===== src/rtl/mem_arb_pkg.sv =====
// Shared types and constants for the unified-memory arbiter (CPU + DMA ports).
package mem_arb_pkg;

  localparam int CNT_W = 4;

  localparam logic PORT_CPU = 1'b0;
  localparam logic PORT_DMA = 1'b1;

  typedef enum logic [1:0] {
    IDLE  = 2'd0,
    ISSUE = 2'd1,
    WAIT  = 2'd2,
    DONE  = 2'd3
  } state_e;

endpackage


===== src/rtl/mem_arbiter_arb_rr2.sv =====
// Two-way round-robin picker: a lone request wins, a tie goes to the port
// that was not served last.
module arb_rr2
  import mem_arb_pkg::*;
(
  input  logic [1:0] req,
  input  logic       last,
  output logic       gnt,
  output logic       valid
);

  // Select the winning port index from the request pair.
  always_comb begin
    gnt   = PORT_CPU;
    valid = 1'b0;
    case (req)
      2'b01: begin
        gnt   = PORT_CPU;
        valid = 1'b1;
      end
      2'b10: begin
        gnt   = PORT_DMA;
        valid = 1'b1;
      end
      2'b11: begin
        gnt   = ~last;
        valid = 1'b1;
      end
      default: begin
        gnt   = PORT_CPU;
        valid = 1'b0;
      end
    endcase
  end

endmodule


===== src/rtl/mem_arbiter.sv =====
// Serialises CPU and DMA accesses onto one fixed-latency memory with
// round-robin arbitration; cpu_stall holds the multicycle controller.
module mem_arbiter
  import mem_arb_pkg::*;
#(
  parameter int ADDR_W  = 32,
  parameter int DATA_W  = 32,
  parameter int MEM_LAT = 2
) (
  input  logic              clk,
  input  logic              rst,
  input  logic              cpu_req,
  input  logic              cpu_we,
  input  logic [ADDR_W-1:0] cpu_addr,
  input  logic [DATA_W-1:0] cpu_wdata,
  output logic [DATA_W-1:0] cpu_rdata,
  output logic              cpu_ready,
  output logic              cpu_stall,
  input  logic              dma_req,
  input  logic              dma_we,
  input  logic [ADDR_W-1:0] dma_addr,
  input  logic [DATA_W-1:0] dma_wdata,
  output logic [DATA_W-1:0] dma_rdata,
  output logic              dma_ready,
  output logic              mem_en,
  output logic              mem_we,
  output logic [ADDR_W-1:0] mem_addr,
  output logic [DATA_W-1:0] mem_wdata,
  input  logic [DATA_W-1:0] mem_rdata,
  output logic              grant_dma
);

  state_e           state_r;
  logic [CNT_W-1:0] cnt_r;
  logic             owner_r;
  logic             last_grant_r;
  logic             gnt_s;
  logic             gnt_valid_s;

  arb_rr2 u_rr (
    .req   ({dma_req, cpu_req}),
    .last  (last_grant_r),
    .gnt   (gnt_s),
    .valid (gnt_valid_s)
  );

  // The controller freezes on this until the completion pulse.
  assign cpu_stall = cpu_req & ~cpu_ready;

  // Transaction sequencer: grant, strobe, latency countdown, completion.
  always_ff @(posedge clk or posedge rst) begin
    if (rst) begin
      state_r      <= IDLE;
      cnt_r        <= {CNT_W{1'b0}};
      owner_r      <= PORT_CPU;
      last_grant_r <= PORT_DMA;
      mem_en       <= 1'b0;
      mem_we       <= 1'b0;
      mem_addr     <= {ADDR_W{1'b0}};
      mem_wdata    <= {DATA_W{1'b0}};
      cpu_rdata    <= {DATA_W{1'b0}};
      dma_rdata    <= {DATA_W{1'b0}};
      cpu_ready    <= 1'b0;
      dma_ready    <= 1'b0;
      grant_dma    <= 1'b0;
    end else begin
      mem_en    <= 1'b0;
      cpu_ready <= 1'b0;
      dma_ready <= 1'b0;
      case (state_r)
        IDLE: begin
          if (gnt_valid_s) begin
            owner_r      <= gnt_s;
            last_grant_r <= gnt_s;
            grant_dma    <= gnt_s;
            mem_en       <= 1'b1;
            state_r      <= ISSUE;
            if (gnt_s == PORT_DMA) begin
              mem_we    <= dma_we;
              mem_addr  <= dma_addr;
              mem_wdata <= dma_wdata;
            end else begin
              mem_we    <= cpu_we;
              mem_addr  <= cpu_addr;
              mem_wdata <= cpu_wdata;
            end
          end
        end
        ISSUE: begin
          cnt_r   <= CNT_W'(MEM_LAT - 1);
          state_r <= WAIT;
        end
        WAIT: begin
          if (cnt_r == {CNT_W{1'b0}}) begin
            // Read data is only meaningful on this final cycle; writes leave rdata alone.
            if (!mem_we) begin
              if (owner_r == PORT_DMA) begin
                dma_rdata <= mem_rdata;
              end else begin
                cpu_rdata <= mem_rdata;
              end
            end
            if (owner_r == PORT_DMA) begin
              dma_ready <= 1'b1;
            end else begin
              cpu_ready <= 1'b1;
            end
            state_r <= DONE;
          end else begin
            cnt_r <= cnt_r - CNT_W'(1);
          end
        end
        DONE: begin
          grant_dma <= 1'b0;
          state_r   <= IDLE;
        end
        default: begin
          state_r <= IDLE;
        end
      endcase
    end
  end

endmodule


===== config.mk =====
export PLATFORM = sky130hd
export DESIGN_NAME = mem_arbiter
export DESIGN_NICKNAME = d
export VERILOG_FILES = /design/src/rtl/mem_arb_pkg.sv /design/src/rtl/mem_arbiter_arb_rr2.sv /design/src/rtl/mem_arbiter.sv
export SDC_FILE = /design/constraint.sdc
export NUM_CORES = 1
export LEC_CHECK = 0
export BUFFER_PORTS_ARGS = -buffer_cell sky130_fd_sc_hd__buf_2
export CORE_AREA = 2 2 116 118
export CTS_BUF_LIST = sky130_fd_sc_hd__clkbuf_8
export CTS_CLUSTER_SIZE = 30
export DETAILED_ROUTE_END_ITERATION = 12
export DIE_AREA = 0 0 118 120
export GPL_ROUTABILITY_DRIVEN = 1
export PLACE_DENSITY = 0.79
export REMOVE_ABC_BUFFERS = 1
export SKIP_CTS_REPAIR_TIMING = 1
export SYNTH_ARGS = -nofsm -noshare
export SYNTH_HDL_FRONTEND = slang
export SYNTH_SLANG_ARGS = --single-unit

===== constraint.sdc =====
create_clock -name clk -period 5.6 [get_ports clk]
set_input_delay 1.12 -clock clk [delete_from_list [all_inputs] [get_ports clk]]
set_output_delay 1.12 -clock clk [all_outputs]
set_load 0.02 [all_outputs]

==> run metrics <==
status finished clean; GPL Wtd Cong 0.820; synthesis-to-layout area growth 34.3%; CP max-delay cell buf_4; Period minus WS final roughly 2.8 ns; Clock Sinks ~140; Max-slew headroom 0.423; number of global-route vias before repair 5215; synthesized flop and latch total 141; Crit path largest cell delay 0.58 ns; WL final around 16 mm; fraction of registers with async set/reset 1.00; reg2reg path depth 8; overall routing resource usage 0.236; crit path launch type input pin; RSZ-0062 raised after global routing no; Post-DP HPWL 11.4 mm; Via density approximately 5.1; largest net degree at the start of global routing approximately 100; Worst Hold Launch owner_r; Slew Limit Fails 0; port bufs 299; clock-pin slew on the worst setup and hold paths 0.08 ns; IO Count 300; Fmax between 300 and 400 MHz; Post-synth EDFFs 0; Non-Filler Cell Area, Final about 8100 um2; Clock Skew between 0.01 and 0.015 ns; cts bufs inserted 17; Initial DRT Pass Iterations 4; Netlist Area Pre-Place approximately 6000 um2; R2R Path Start state_r[0]; GRT busiest layer met2; clock root cell clkbuf_8; first-pass GRT wire length 26.2 mm; Setup CP Type input pin to flip-flop; CTS tree yes; top cell type's share of synthesized area 0.577; Tightest Hold Check Type flip-flop to flip-flop; Placed Area 7660 um2; Crit path max-delay family buffers and inverters; Core ar. ~13000 um2; H-tree levels 4; Starting Density 0.468; P per Cell Area 632 nW/um2; static leakage around 4.3 nW; Final period util 0.494; Hold Violations, Final 0; Die Wd 118 um; Ant. Diodes 0; die area 14200 um2; clk_lat worst skew 0.45 ns; WHS Endpoint cpu_ready; WL per Instance 15.9 um; clock buffer depth 2; final setup TNS 0 ns; Required @ worst endpoint 5.93 ns; share of cells above drive strength 1 0.479; remaining antenna violation count 0; syn avg cell area 11.0 um2; CP most frequent cell buf_4; PnR worst setup slack 2.83 ns; Crit Path Max Fanout 69; nets 1014; Slew @ Worst Pin 0.865 ns; Syn Inst Count 554; sequential fraction of the synthesis area 0.582; initial drt markers a little under 300; met1 Usage GRT 0.287; Crit path arrival time between 3 and 4 ns; worst vdd ir 0.000246 V; row count 42; cells along the critical path buf_2, o21ai_4, buf_4, inv_2, buf_4, nor2_1, a21oi_1; Netlist cell types 32; ys flop type dfrtp_1; Area contributors post-synth dfrtp_1 (58%), a21oi_1 (11%), mux2_4 (7.4%), mux2_2 (6.5%), nor2_1 (4.3%); worst hold path cell count 1; DRC 0; Die H 120 um; synth warn 0; worst slack at placement about 2.4 ns; leading area contributor after synthesis dfrtp_1; GR met2 Demand/Resource 0.399; post-layout util 0.628; max-cap check violation count 0; Congestion Overflow GR 0; grt met3 use 0.0713; buffer and inverter count on the worst path 4; r2r setup slk 2.91 ns; RR Endpoint mem_addr[6]; DR vias roughly 5.2k; Critical Path End Type flip-flop; initial antenna violation count 0; Crit. path cell count 7; Final setup viols 0
==> synth_stat cells (2+ instances only) <==
master	instances
a21oi_1	134
a31oi_1	2
buf_1	2
buf_12	3
buf_2	4
clkbuf_1	27
dfrtp_1	140
ha_1	7
inv_1	7
mux2_2	35
mux2_4	30
mux2i_1	2
nand2_1	69
nand3b_1	2
nor2_1	70
nor3_1	2
nor3b_1	2
o2bb2ai_1	2
==> layout by cell type, fill, tap and decap left out, types with 2 or more instances in the layout <==
| cell type | Yosys | layout |
|---|---|---|
| nand3b_1 | 2 | 2 |
| nor2_1 | 70 | 70 |
| o2bb2ai_1 | 2 | 2 |
| dfrtp_1 | 140 | 140 |
| clkbuf_8 | 0 | 18 |
| buf_4 | 0 | 6 |
| mux2i_1 | 2 | 2 |
| a21oi_1 | 134 | 134 |
| mux2_4 | 30 | 30 |
| ha_1 | 7 | 7 |
| bufinv_16 | 0 | 6 |
| clkinvlp_4 | 0 | 3 |
| nand2_1 | 69 | 69 |
| inv_1 | 7 | 6 |
| inv_6 | 0 | 3 |
| buf_2 | 4 | 299 |
| nor3b_1 | 2 | 2 |
| a31oi_1 | 2 | 2 |
| mux2_2 | 35 | 35 |
==> power breakdown <==
group	switching [mW]	total, mW	internal, mW
clock network	0.403	0.991	0.588
registers	0.282	1.82	1.53
logic	1.43	2.34	0.911
==> registers in the layout, summed over array words and instances (netlist names), 2 cells and up <==
| name | cells |
|---|---|
| cnt_r | 4 |
| cpu_rdata | 32 |
| mem_wdata | 32 |
| state_r | 2 |
| mem_addr | 32 |
| dma_rdata | 32 |
==> worst max-delay path by stage <==
stage | from | to | slack (ns)
after CTS | cpu_req | cpu_stall | 2.87
final | cpu_req | mem_addr[6] | 2.83
after global placement | dma_req | mem_wdata[20] | 2.46
after detailed placement | cpu_req | mem_addr[23] | 2.40
after floorplan | dma_req | mem_en | 0.13
after global routing | state_r[0] | mem_wdata[12] | 2.70
==> layout make-up <==
cell class              count  area, um2
fillers                  1058       4830
flip-flops and latches    141       3530
multi-input cells         369       2340
repair buffers            305       1540
clock buffers              18        248
clock inverters            14        238
well taps                 176        220
inverters                   7       31.3
==> through the flow <==
| stage | instances | hold slack [ns] | power (mW) |
|---|---|---|---|
| final | 1030 | 0.499 | 5.15 |
| after detailed placement | 998 | 0.484 | 4.18 |
| after CTS | 1030 | 0.494 | 5.19 |
| after floorplan | 517 | 0.446 | 3.35 |
| after global routing | 1030 | 0.522 | 5.48 |
| after global placement | 998 | 0.482 | 4.11 |
==> logic make-up (layout without fill, tap and decap cells) <==
group	Yosys count	after routing	synth area share
flip-flops	141	141	0.582
AND/OR/NAND/NOR	150	150	0.0992
buffers and inverters	44	344	0.0373
AO/OA/AOI/OAI	145	145	0.125
multiplexers	67	67	0.142
adder cells (fa/ha/maj)	7	7	0.0144
==> per-layer routing <==
layer / routed length [um] / vias to the layer above
met5: 0 / -
met3: 1300 / 37
met2: 8160 / 264
met4: 397 / 0
li1: - / 2451
met1: 6540 / 2471
No activity file was read; power rests on OpenSTA's default activity.
